<file path="src/rtl/lc3_psr_pkg.sv">
// Shared field positions, reset value and condition-code helpers for the LC-3 PSR unit.
package lc3_psr_pkg;

  // PRIV_BIT is the 16-bit position; wider PSRs keep privilege in the MSB.
  localparam int unsigned PRIV_BIT = 15;
  localparam int unsigned PRIO_LSB = 8;
  localparam int unsigned NZP_N    = 2;
  localparam int unsigned NZP_Z    = 1;
  localparam int unsigned NZP_P    = 0;

  localparam logic [2:0]  NZP_RESET = 3'b010;
  localparam logic [63:0] PSR_RESET = 64'(NZP_RESET);

  // Bus arrives zero-extended to 64 bits; width selects the sign bit.
  function automatic logic [2:0] nzp_from_bus(input logic [63:0] bus, input int unsigned width);
    logic n;
    logic z;
    n = |(bus & (64'd1 << (width - 1)));
    z = (bus == '0);
    return {n, z, !n && !z};
  endfunction

  function automatic logic is_onehot3(input logic [2:0] v);
    return (v == 3'b001) || (v == 3'b010) || (v == 3'b100);
  endfunction

endpackage

</file>
<file path="src/rtl/lc3_psr_stack.sv">
// LIFO of saved PSRs; illegal push/pop combinations are dropped and flagged on err.
module lc3_psr_stack
  import lc3_psr_pkg::*;
#(
  parameter int unsigned DATA_W     = 16,
  parameter int unsigned SAVE_DEPTH = 4
) (
  input  logic                              clk,
  input  logic                              rst_n,
  input  logic                              push,
  input  logic                              pop,
  input  logic [DATA_W-1:0]                 din,
  output logic [DATA_W-1:0]                 dout,
  output logic                              full,
  output logic                              empty,
  output logic [$clog2(SAVE_DEPTH+1)-1:0]   count,
  output logic                              err
);

  localparam int unsigned CW = $clog2(SAVE_DEPTH + 1);
  localparam int unsigned AW = (SAVE_DEPTH > 1) ? $clog2(SAVE_DEPTH) : 1;

  logic [CW-1:0]     count_q, count_d;
  logic [DATA_W-1:0] mem_q [SAVE_DEPTH];
  logic              do_push, do_pop;
  logic [AW-1:0]     wr_idx, rd_idx;

  always_comb begin
    full    = (count_q == CW'(SAVE_DEPTH));
    empty   = (count_q == '0);
    do_push = push && !pop && !full;
    do_pop  = pop && !push && !empty;
    err     = (push && pop) || (push && full) || (pop && empty);
    count_d = count_q;
    if (do_push)     count_d = count_q + 1'b1;
    else if (do_pop) count_d = count_q - 1'b1;
    wr_idx  = AW'(count_q);
    rd_idx  = AW'(count_q - 1'b1);
    dout    = empty ? '0 : mem_q[rd_idx];
    count   = count_q;
  end

  always_ff @(posedge clk or negedge rst_n) begin
    if (!rst_n) count_q <= '0;
    else        count_q <= count_d;
  end

  always_ff @(posedge clk) begin
    if (do_push) mem_q[wr_idx] <= din;
  end

endmodule

</file>
<file path="src/rtl/lc3_psr_ctl.sv">
// LC-3 processor status unit: PSR, registered BEN and a nested-interrupt PSR save stack.
module lc3_psr_ctl
  import lc3_psr_pkg::*;
#(
  parameter int unsigned DATA_W     = 16,
  parameter int unsigned PRIO_W     = 3,
  parameter int unsigned SAVE_DEPTH = 4
) (
  input  logic                             clk,
  input  logic                             rst,
  input  logic                             LDBEN,
  input  logic [DATA_W-1:0]                IR,
  input  logic [DATA_W-1:0]                main_bus,
  input  logic                             LDCC,
  input  logic                             LDPSR,
  input  logic                             INT_ENTER,
  input  logic [PRIO_W-1:0]                INT_PRIO,
  input  logic                             RTI_POP,
  input  logic                             CLR_ERR,
  output logic                             BEN,
  output logic [DATA_W-1:0]                PSR,
  output logic                             priv_user,
  output logic                             stack_full,
  output logic                             stack_empty,
  output logic                             stack_err,
  output logic [$clog2(SAVE_DEPTH+1)-1:0]  save_count
);

  logic [DATA_W-1:0] psr_q, psr_d;
  logic              ben_q, ben_d;
  logic              err_q, err_d;
  logic [2:0]        cc_bus;
  logic [DATA_W-1:0] stk_top;
  logic              stk_empty, stk_err;
  logic              unused_ir;

  assign unused_ir = ^{IR[DATA_W-1:12], IR[8:0]};

  lc3_psr_stack #(
    .DATA_W     (DATA_W),
    .SAVE_DEPTH (SAVE_DEPTH)
  ) u_stack (
    .clk   (clk),
    .rst_n (rst),
    .push  (INT_ENTER),
    .pop   (RTI_POP),
    .din   (psr_q),
    .dout  (stk_top),
    .full  (stack_full),
    .empty (stk_empty),
    .count (save_count),
    .err   (stk_err)
  );

  always_comb begin
    psr_d  = psr_q;
    ben_d  = ben_q;
    err_d  = err_q;
    cc_bus = nzp_from_bus(64'(main_bus), DATA_W);

    if (LDBEN) ben_d = |(IR[11:9] & psr_q[NZP_N:NZP_P]);

    if (LDCC) psr_d[NZP_N:NZP_P] = cc_bus;
    if (LDPSR) begin
      psr_d                      = '0;
      psr_d[DATA_W-1]            = main_bus[DATA_W-1];
      psr_d[PRIO_LSB +: PRIO_W]  = main_bus[PRIO_LSB +: PRIO_W];
      psr_d[NZP_N:NZP_P]         = is_onehot3(main_bus[2:0]) ? main_bus[2:0] : NZP_RESET;
    end

    // Interrupt entry overrides LDPSR, but a concurrent LDCC still lands in the new PSR's NZP.
    if (INT_ENTER && !RTI_POP) begin
      psr_d                     = '0;
      psr_d[PRIO_LSB +: PRIO_W] = INT_PRIO;
      psr_d[NZP_N:NZP_P]        = LDCC ? cc_bus : psr_q[NZP_N:NZP_P];
    end else if (RTI_POP && !INT_ENTER) begin
      psr_d = stk_empty ? psr_q : stk_top;
    end

    if (CLR_ERR) err_d = 1'b0;
    if (stk_err) err_d = 1'b1;
  end

  always_ff @(posedge clk or negedge rst) begin
    if (!rst) begin
      psr_q <= PSR_RESET[DATA_W-1:0];
      ben_q <= 1'b0;
      err_q <= 1'b0;
    end else begin
      psr_q <= psr_d;
      ben_q <= ben_d;
      err_q <= err_d;
    end
  end

  assign PSR         = psr_q;
  assign BEN         = ben_q;
  assign priv_user   = psr_q[DATA_W-1];
  assign stack_empty = stk_empty;
  assign stack_err   = err_q;

endmodule
</file>
<file path="config.mk">
export PLATFORM = sky130hd
export DESIGN_NAME = lc3_psr_ctl
export DESIGN_NICKNAME = d
export VERILOG_FILES = /design/src/rtl/lc3_psr_pkg.sv /design/src/rtl/lc3_psr_stack.sv /design/src/rtl/lc3_psr_ctl.sv
export SDC_FILE = /design/constraint.sdc
export NUM_CORES = 1
export LEC_CHECK = 0
export CAP_MARGIN = 0
export CORE_AREA = 2 2 86 88
export DETAILED_ROUTE_END_ITERATION = 10
export DIE_AREA = 0 0 88 90
export PLACE_DENSITY = 0.9
export SYNTH_ARGS = -nofsm -noshare
export SYNTH_HDL_FRONTEND = slang
export SYNTH_SLANG_ARGS = --single-unit
</file>
<file path="constraint.sdc">
create_clock -name clk -period 3.5 [get_ports clk]
set_clock_uncertainty 0.1 [all_clocks]
set_input_delay 1.05 -clock clk [delete_from_list [all_inputs] [get_ports clk]]
set_output_delay 1.05 -clock clk [all_outputs]
set_load 0.005 [all_outputs]
</file>
==> qor.txt <==
Status - complete, no violations
Slew headroom - 0.719
Initial antenna violation count - 0
CP max FO - 9
Crit path DAT - 1.93 ns
Slew Limit Fails - 0
Seq cells post-synth - 85
Max-cap violations - 0
Wire per inst - 19.5 microns
Final setup fails - 0
Power Dens Cells - 718 nW/um^2
CTS clock-pin slew for the worst setup and hold paths - 0.08 ns
Initial DRT Pass Iterations - 4
Tightest Pin Transition - 0.420 ns
Clk pwr share - 0.213
Synth cell types - 40
Core box area - 7020 sq um
Rows - 31
Total power - 3.22 mW
Comb pwr share - 0.318
Synth Warn # - 0
Post-Syn Nets - 265
Final GP Congestion - 0.811
Vias per cell - 5.69
N_diodes - 0
CP Capture Type - output port
Leak - 1.61 nW
Area Overhead vs Synth - 25.6%
Synth Cell Area - 3570 sq um
Remaining routing DRC violations - 0
Pin count of the biggest net entering global routing - 22
P_int - 2.27 mW
CTS tree - built
CTS sink count - 85
Initial Utilization - 0.508
Crit path time final - 3.08 ns
Peak VDD IR - 0.481 mV
GR Util All Layers - 0.208
Layout cells sized above 1 - 0.149
Skew-Pair Late Insertion Delay - 0.35 ns
Async S/R FF share, synth - 0.247
IO buf count - 53
Unrepaired setup endpoints after global routing - false
Hold Crit Class - flop to flop
Mean post-synth cell area - 16.4 sq um
Die area - 7920 sq um
Root buffer cell - clkbuf_8
Final Hold Fails - 0
Wirelength, routed - 7580 microns
Sw frac - 0.294
Mapped Cells - 217
Die H - 90 microns
H-tree Lvls - 3
Grt ovf - 0
WP data required - 2.35 ns
Crit Path Category - flop to output port
Predominant post-synthesis flop cell - edfxtp_1
Post-synth EDFFs - 64
Vias - 2,208
Fin cells - 388
Hold Buf Count CTS - 0
First-pass GRT wire length - 12,100 microns
ANT nets after route - 0
CTS resizes - 0
Vias in the first global route - 2,281
Die W - 88 microns
Clock Path Buffers - 2
Sequential-to-total area share from yosys stat - 0.686
# IOs - 67
Starting DRT DRC Count - 191
Fmax - 0.325 GHz
Setup_tns - 0 ns
Setup crit start kind - flop
Layout Nets - 332
Setup repair bufs after CTS - 0
Post-detail-place hpwl - 5140 microns
Sequential power share - 0.468
Psw - 945 uW
Period utilization - 0.880
Num CTS Buffers - 9
Cells after DPL - 372
-- cell type report --
cell class | instances | area, sq um
clock inverter | 6 | 62.6
sequential | 85 | 2450
multi-input combinational | 117 | 1040
clock buffer | 10 | 138
fill | 495 | 2540
timing repair buffer | 68 | 656
inverter | 3 | 11.3
tap | 99 | 124
-- flip-flops by register name, indices dropped and copies added, names as in the netlist --
name	count
BEN	1
PSR	16
stack_err	1
u_stack.count	3
u_stack.mem_q	64
-- worst paths after layout --
check	from	to	slack (ns)	cells after the start
worst min-delay path	stack_err$_DFFE_PN0P_	stack_err$_DFFE_PN0P_	0.42	2
max in group asynchronous	rst	PSR[1]$_DFFE_PN1P_	2.05	2
worst max-delay path	u_stack.count[1]$_DFFE_PN0P_	stack_empty	0.42	5
min in group asynchronous	rst	PSR[14]$_DFFE_PN0P_	0.95	2
worst max register to register	u_stack.count[1]$_DFFE_PN0P_	PSR[0]$_DFFE_PN0P_	1.12	8
worst min register to register	stack_err$_DFFE_PN0P_	stack_err$_DFFE_PN0P_	0.42	2
-- Yosys cell counts (2+ instances only) --
cell | instances | area share
mux4_2 | 9 | 0.057
mux4_1 | 7 | 0.052
buf_1 | 2 | 0.0021
nor3b_1 | 2 | 0.0042
o31ai_1 | 2 | 0.0042
dfrtp_1 | 20 | 0.14
o21ai_1 | 2 | 0.0028
o21ai_0 | 4 | 0.0056
nand2b_1 | 6 | 0.011
a21oi_1 | 14 | 0.020
nor3_1 | 2 | 0.0028
nor2_1 | 13 | 0.014
nand3_1 | 2 | 0.0028
nor2b_1 | 6 | 0.011
edfxtp_1 | 64 | 0.54
inv_1 | 3 | 0.0032
a31oi_1 | 2 | 0.0035
nand2_1 | 8 | 0.0084
ha_1 | 5 | 0.018
a221o_1 | 2 | 0.0056
and2_1 | 4 | 0.0070
xnor2_1 | 3 | 0.0074
a22o_1 | 9 | 0.022
nor4_1 | 4 | 0.0070
buf_2 | 7 | 0.0098
-- per-layer routing --
layer	vias up	track usage	wire (microns)
li1	991	-	-
met1	1136	0.283	3010
met2	68	0.330	3940
met3	13	0.0450	515
met4	0	0.0769	122
met5	-	0	0
-- stage by stage --
| stage | util | hold slack (ns) | area [sq um] | setup WS [ns] |
|---|---|---|---|---|
| finish | 0.638 | 0.418 | 4480 | 0.419 |
| global route | 0.638 | 0.452 | 4480 | 0.304 |
| CTS | 0.638 | 0.425 | 4480 | 0.404 |
| detailed placement | 0.610 | 0.406 | 4280 | 0.443 |
| global placement | 0.610 | 0.417 | 4280 | 0.480 |
| floorplan | - | 0.393 | 3570 | 0.862 |
-- critical path, stage by stage (launching register included) --
cell and delay, ns:
dfrtp_1 0.47, inv_1 0.14, ha_1 0.16, nor2b_1 0.13, buf_4 0.17, clkdlybuf4s50_1 0.51
-- placed cells by master, fill, tap and decap left out, types with 7 or more instances in the layout --
cell              n
edfxtp_1         64
clkdlybuf4s50_1  53
dfrtp_1          20
a21oi_1          14
buf_4            14
nor2_1           13
clkbuf_8         10
a22o_1            9
mux4_2            9
nand2_1           8
mux4_1            7
-- logic make-up (layout without fill, tap and decap cells) --
logic type      count (synthesis)  after routing  synth area share
mux                            17             17             0.112
simple gates                   50             50            0.0730
compound gates                 42             42            0.0828
buf+inv                        15             87            0.0214
flops                          85             85             0.686
xor+xnor                        3              3           0.00737
fa+ha+maj                       5              5            0.0175
-- power groups by stage --
stage                     combinational (mW)  sequential, mW  clock [mW]
after global routing                    1.12            1.53       0.747
after global placement                  1.00            1.51           0
after CTS                               1.04            1.51       0.699
after detailed placement                1.03            1.53           0
after floorplan                        0.598            1.49           0
final                                   1.02            1.51       0.687
Power figures use the tool's default switching activity.
